==> src/rtl/mem_bus_sequencer.sv <==
`default_nettype none
// ============================================================================
// Module      : mem_bus_sequencer
// Description : Moore FSM sequencing address/data capture through an external
//               mux and a request/ready memory handshake with a WAIT timeout.
// Revision    : 1.0 - initial release
// ============================================================================
module mem_bus_sequencer #(
  parameter int DataWidth    = 32,
  parameter int AddrWidth    = 24,
  parameter int TimeoutLimit = 16
) (
  input  logic                 clock,
  input  logic                 reset,
  input  logic                 Start,
  input  logic                 Read_Write,
  input  logic [DataWidth-1:0] Mux_Out,
  input  logic                 Mem_Ready,
  input  logic [DataWidth-1:0] Mem_Data_In,
  output logic                 A_Select,
  output logic [AddrWidth-1:0] Mem_Addr,
  output logic [DataWidth-1:0] Mem_Data_Out,
  output logic                 Mem_Req,
  output logic                 Mem_WE,
  output logic [DataWidth-1:0] Rd_Data,
  output logic                 Busy,
  output logic                 Done,
  output logic                 Timeout_Err
);

  localparam logic [4:0] c_cnt_last = 5'(TimeoutLimit - 1);

  typedef enum logic [2:0] {
    S_IDLE = 3'd0,
    S_ADDR = 3'd1,
    S_DATA = 3'd2,
    S_WAIT = 3'd3,
    S_DONE = 3'd4
  } state_t;

  state_t               r_state;
  state_t               w_next;
  logic                 r_write;
  logic [4:0]           r_cnt;
  logic [AddrWidth-1:0] r_addr;
  logic [DataWidth-1:0] r_wdata;
  logic [DataWidth-1:0] r_rdata;
  logic                 r_timeout;
  logic                 w_expire;

  // Ready in the final WAIT cycle takes precedence over the timeout.
  assign w_expire = !Mem_Ready && (r_cnt == c_cnt_last);

  always_ff @(posedge clock) begin
    if (reset) begin
      r_state <= S_IDLE;
    end else begin
      r_state <= w_next;
    end
  end

  always_ff @(posedge clock) begin
    if (reset) begin
      r_write   <= 1'b0;
      r_cnt     <= 5'd0;
      r_addr    <= '0;
      r_wdata   <= '0;
      r_rdata   <= '0;
      r_timeout <= 1'b0;
    end else begin
      case (r_state)
        S_IDLE: begin
          if (Start) begin
            r_write   <= Read_Write;
            r_cnt     <= 5'd0;
            r_timeout <= 1'b0;
          end
        end
        S_ADDR: r_addr  <= Mux_Out[AddrWidth-1:0];
        S_DATA: r_wdata <= Mux_Out;
        S_WAIT: begin
          r_cnt <= r_cnt + 5'd1;
          if (Mem_Ready) begin
            if (!r_write) begin
              r_rdata <= Mem_Data_In;
            end
          end else if (w_expire) begin
            r_timeout <= 1'b1;
          end
        end
        default: ;
      endcase
    end
  end

  always_comb begin
    w_next = r_state;
    case (r_state)
      S_IDLE:  w_next = Start ? S_ADDR : S_IDLE;
      S_ADDR:  w_next = r_write ? S_DATA : S_WAIT;
      S_DATA:  w_next = S_WAIT;
      S_WAIT:  w_next = (Mem_Ready || w_expire) ? S_DONE : S_WAIT;
      S_DONE:  w_next = S_IDLE;
      default: w_next = S_IDLE;
    endcase
  end

  assign A_Select     = (r_state == S_DATA);
  assign Mem_Req      = (r_state == S_WAIT);
  assign Mem_WE       = (r_state == S_WAIT) && r_write;
  assign Busy         = (r_state != S_IDLE);
  assign Done         = (r_state == S_DONE);
  assign Mem_Addr     = r_addr;
  assign Mem_Data_Out = r_wdata;
  assign Rd_Data      = r_rdata;
  assign Timeout_Err  = r_timeout;

endmodule
`default_nettype wire
==> config.mk <==
export PLATFORM = sky130hd
export DESIGN_NAME = mem_bus_sequencer
export DESIGN_NICKNAME = d
export VERILOG_FILES = /design/src/rtl/mem_bus_sequencer.sv
export SDC_FILE = /design/constraint.sdc
export NUM_CORES = 1
export LEC_CHECK = 0
export BUFFER_PORTS_ARGS = -buffer_cell sky130_fd_sc_hd__clkbuf_2
export CAP_MARGIN = 20
export CELL_PAD_IN_SITES_DETAIL_PLACEMENT = 1
export CELL_PAD_IN_SITES_GLOBAL_PLACEMENT = 1
export CORE_MARGIN = 5
export CORE_UTILIZATION = 36
export CTS_CLUSTER_SIZE = 25
export DETAILED_ROUTE_END_ITERATION = 8
export PLACE_DENSITY = 0.89
export SLEW_MARGIN = 20
export SYNTH_ARGS = -nofsm -noshare
export SYNTH_HDL_FRONTEND = slang
export SYNTH_SLANG_ARGS = --single-unit
export TNS_END_PERCENT = 20
==> constraint.sdc <==
create_clock -name clock -period 4.3 [get_ports clock]
set_input_delay 0.645 -clock clock [delete_from_list [all_inputs] [get_ports clock]]
set_output_delay 0.645 -clock clock [all_outputs]
set_load 0.02 [all_outputs]
# [Word level (Yosys, flattened, before mapping)]
# Cells that the tools add are included.
[totals] register_bits=98 wordCells=38
[op_classes] n_reduce_logical=11 n_eq_ne=8 n_addsub=1 bitwise_logic=1 mux=10
[op_table] op="one-hot mux 3 bit (4 select lines)" n=1
[op_table] op="one-hot mux 5 bit (2 select lines)" n=1
[op_table] op="== test 3 x 2 -> 1 bit (second input constant)" n=2
[op_table] op="adder 5 x 1 -> 5 bit (second input constant)" n=1
[op_table] op="== test 5 x 4 -> 1 bit (second input constant)" n=1
[op_table] op="two-way mux 1 bit" n=5
[op_table] op="two-way mux 5 bit" n=1
[op_table] op="inequality test 2 bit (second input constant)" n=2
[op_table] op="AND reduction 2 bit" n=2
[op_table] op="AND reduction 4 bit" n=1
[op_table] op="== test 3 x 1 -> 1 bit (second input constant)" n=1
[op_table] op="== test 3 bit (second input constant)" n=1
[op_table] op="zero test 3 bit" n=1
[op_table] op="two-way mux 3 bit" n=1
[op_table] op="AND reduction 3 bit" n=1
[op_table] op="nonzero test 3 bit" n=1
[op_table] op="logical AND 1 bit" n=2
[op_table] op="inequality test 2 x 1 -> 1 bit (second input constant)" n=1
[op_table] op="one-hot mux 1 bit (2 select lines)" n=1
[op_table] op="nonzero test 2 bit" n=1
[op_table] op="zero test 1 bit" n=1
[op_table] op="logical OR 1 bit" n=1
[op_table] op="NOT 1 bit" n=1

# [Depth between registers and ports, before layout]
[logic_depth] word_depth=5 mapped_depth=7 ltp_nobuf=6

# [Worst setup path after synthesis]
# OpenSTA, ideal clock, no wires.
[synth_timing] path_kind="reg-to-output" startpoint="reg r_state[2]" endpoint="out Mem_WE" slack_ns=2.335 arrival_ns=1.320 path_stages_with_launch=5 required_time_ns=3.655 path_buffers=1 path_cell_list="dfxtp_1 buf_2 nand3b_1 clkinv_1 and2_1"
[synth_between] elab_chain_cells=2
[synth_lines] item="start: declaration" line="41" source="state_t r_state;"
[synth_lines] item="start signal: assignment" line="58" source="r_state <= w_next;"
[synth_lines] item="== test 3 x 2 -> 1 bit"
[synth_lines] item="net Mem_Req" line="23" source="output logic Mem_Req,"
[synth_lines] item="logical AND 1 bit" line="110" source="assign Mem_WE = (r_state == S_WAIT) && r_write;"
[synth_lines] item="end: declaration" line="24" source="output logic Mem_WE,"
# The timed path passes the listed nets, and every way through them passes these cells.

# [Worst setup path in the final report]
[layout_timing] startpoint="reg r_state[1]" endpoint="out A_Select"
[layout_between] elab_chain_cells=1
[layout_lines] item="== test 3 x 2 -> 1 bit" line="108" source="assign A_Select = (r_state == S_DATA);"
[layout_lines] item="end: declaration" line="20" source="output logic A_Select,"
# No other way between the ends.

==> metrics.md <==
| Metric | Value |
|---|---|
| PwrDens | 458 nW/um^2 |
| Clk_skew | 0.00797 ns |
| Final Critical Period | 2.75 ns |
| Final hold violations | 0 |
| Die H | 111 um |
| Number of synthesized flops with an enable pin | 0 |
| Root buffer cell | clkbuf_8 |
| Vias in the first global route | 3715 |
| # resized after CTS | 0 |
| Worst path arrival time | 2.10 ns |
| Main flop type after synthesis | dfxtp_1 |
| Largest net degree at the start of global routing | 54 |
| Antenna Violating Nets Remaining | 0 |
| DRC viols | 0 |
| Port bufs | 162 |
| Pint | 1.48 mW |
| Initial DRC count | 165 |
| R2R Setup Slk | 2.42 ns |
| Switching Share | 0.323 |
| Critical Path RT | 3.65 ns |
| CP Class | flip-flop to primary output |
| FMAX | 0.364 GHz |
| Die area | 12400 um^2 |
| Placer Congestion | 0.754 |
| Share of layout cells above drive strength 1 | 0.335 |
| Fin crit share | 0.639 |
| R2R depth | 5 |
| Commonest non-fill, non-tap cell in the layout | clkbuf_2 |
| GR Util met2 | 0.308 |
| Sequential power share | 0.469 |
| Sequential area share after synthesis | 0.530 |
| Starting Density | 0.363 |
| Most frequent cells in the layout | clkbuf_2 (161), dfxtp_1 (98), a21oi_1 (68) |
| P_leak | 2.03 nW |
| TNS Setup | 0 ns |
| Total wire length | 11300 um |
| Initial antenna violation count | 0 |
| Sinks on Clock Net | 98 |
| Rows | 37 |
| Global-route wire length before repair | 18400 um |
| Pins over their slew limit | 0 |
| Ys Warns | 0 |
| RSZ-0062 raised after global routing | false |
| Met1 Use GR | 0.209 |
| Wirelength per Cell | 16.0 um |
| CTS clk-pin slew, worst paths | 0.09 ns |
| Total CTS buffers | 9 |
| FF+latch count, synth | 98 |
| Critical path peak fanout | 33 |
| GRT Total Usage | 0.181 |
| Clock power frac | 0.298 |
| Mapped Cells | 422 |
| Area Growth Syn to Fin | 28.6% |
| Non-filler cells, final | 704 |
| Combinational power share | 0.232 |
| Chip width | 111 um |
| Fin area | 4760 um^2 |
| Placed Instances | 688 |
| Fillers | 1258 |
| Setup crit end kind | primary output |
| CTS tree | yes |
| First-pass DRT Iterations | 4 |
| Post-Place Cell Area | 4540 um^2 |
| Slew of the pin with the lowest slew margin | 0.997 ns |
| Setup violators final | 0 |
| NumNets Final | 634 |
| Reg2reg end | Mem_Addr[7] |
| Gr ovfl total | 0 |
| Hold Path Origin | Mem_Data_Out[8] |
| Startpoint type of the worst setup path | flip-flop |
| CORE AREA | 10200 um^2 |
| Hold Path Depth | 2 |
| Clk Latency, worst-skew pair | 0.36 ns |
| Reg2reg start | r_state[0] |
| Ys async rst share | 0 |
| I/O pin count | 163 |
| Net Sw Power | 0.704 mW |
| DR vias | 3554 |
| Clock Path Buffers | 2 |
| Slew HR | 0.335 |
| Syn Nets | 493 |
| Post-Syn Area | 3700 um^2 |
| Final Util | 0.467 |
| Top Usage Layer GRT | met2 |
| Hold endpoint | Mem_Data_Out[8] |
| H-Tree Depth | 3 |
| ANT cells | 0 |
| Post-DR vias/cell | 5.05 |
| Peak VDD IR | 0.216 mV |
| Max cap viols | 0 |
| Mapped Avg Cell Area | 8.77 um^2 |
| Synth cell types | 34 |
| Outcome | finished clean |
| Hold Path Class | flip-flop to flip-flop |
| Routing usage on met3 | 0.0630 |
| Post-DP HPWL | 8340 um |
| Cts hold-fix bufs | 0 |
| Post-CTS setup buffer count | 0 |
per-stage QoR:
step | hold WS [ns] | setup WS, ns | total power [mW]
2_1_floorplan | 0.443 | 2.34 | 1.40
3_3_place_gp | 0.442 | 1.92 | 1.53
3_5_place_dp | 0.449 | 1.91 | 1.56
4_1_cts | 0.463 | 1.49 | 2.22
5_1_grt | 0.478 | 1.38 | 2.30
6_report | 0.459 | 1.55 | 2.18
state kept, by name (all words and copies together), names as in the netlist:
register      count
r_state           3
Mem_Addr         24
r_cnt             5
Timeout_Err       1
Mem_Data_Out     32
Rd_Data          32
r_write           1
cells in the mapped netlist (2+ instances only):
| cell type | number | area (um^2) |
|---|---|---|
| clkbuf_1 | 23 | 86.3 |
| ha_1 | 2 | 25.0 |
| o21ai_1 | 5 | 25.0 |
| nand3b_1 | 2 | 15.0 |
| dfxtp_1 | 98 | 1960 |
| buf_4 | 2 | 15.0 |
| nand3_1 | 36 | 180 |
| o21ai_0 | 28 | 140 |
| nor2_1 | 26 | 97.6 |
| inv_1 | 3 | 11.3 |
| nand2b_1 | 5 | 31.3 |
| mux2i_1 | 25 | 250 |
| buf_6 | 7 | 78.8 |
| nand2_1 | 67 | 251 |
| a21oi_1 | 68 | 340 |
| a311oi_1 | 2 | 17.5 |
| buf_2 | 6 | 30.0 |
critical path, stage by stage (launching register included):
cell      delay (ns)
dfxtp_1         0.54
or3b_1          0.38
buf_4           0.25
inv_4           0.31
clkbuf_2        0.24
per-layer routing:
metal | vias up | wire [um] | share of wire
met5 | - | 0 | 0
met4 | 0 | 226 | 0.020
met3 | 17 | 966 | 0.086
met2 | 135 | 5400 | 0.48
met1 | 1688 | 4700 | 0.42
li1 | 1714 | - | -
worst max path at each step:
stage | startpoint | to | slack (ns) | cells after the start
floorplan | r_state[2] | Mem_WE | 2.34 | 4
global placement | Mem_Ready | Rd_Data[10] | 1.92 | 4
detailed placement | r_state[1] | A_Select | 1.91 | 4
CTS | r_state[1] | A_Select | 1.49 | 4
global route | r_state[1] | A_Select | 1.38 | 4
finish | r_state[1] | A_Select | 1.55 | 4
power by group through the flow:
stage	Sequential [mW]	Combinational, mW	Clock (mW)
final	1.02	0.506	0.651
after global routing	1.03	0.558	0.710
after CTS	1.02	0.515	0.676
after detailed placement	1.04	0.512	0
after global placement	1.04	0.493	0
after floorplan	1.11	0.285	0
cell type report:
| type | count | area (um^2) | area share |
|---|---|---|---|
| sequential | 98 | 1960 | 0.412 |
| timing repair buffer | 168 | 860 | 0.181 |
| inverter | 6 | 25.0 | 0.00526 |
| clock buffer | 9 | 124 | 0.0260 |
| clock inverter | 7 | 92.6 | 0.0195 |
| multi-input combinational | 280 | 1520 | 0.320 |
| tap | 136 | 170 | 0.0358 |
kinds of logic after synthesis:
family          synth area share
flops                      0.530
fa+ha+maj                0.00676
simple gates               0.180
compound gates             0.152
buf+inv                   0.0636
mux                       0.0676
Note: power is estimated with default switching activity, not from simulation.
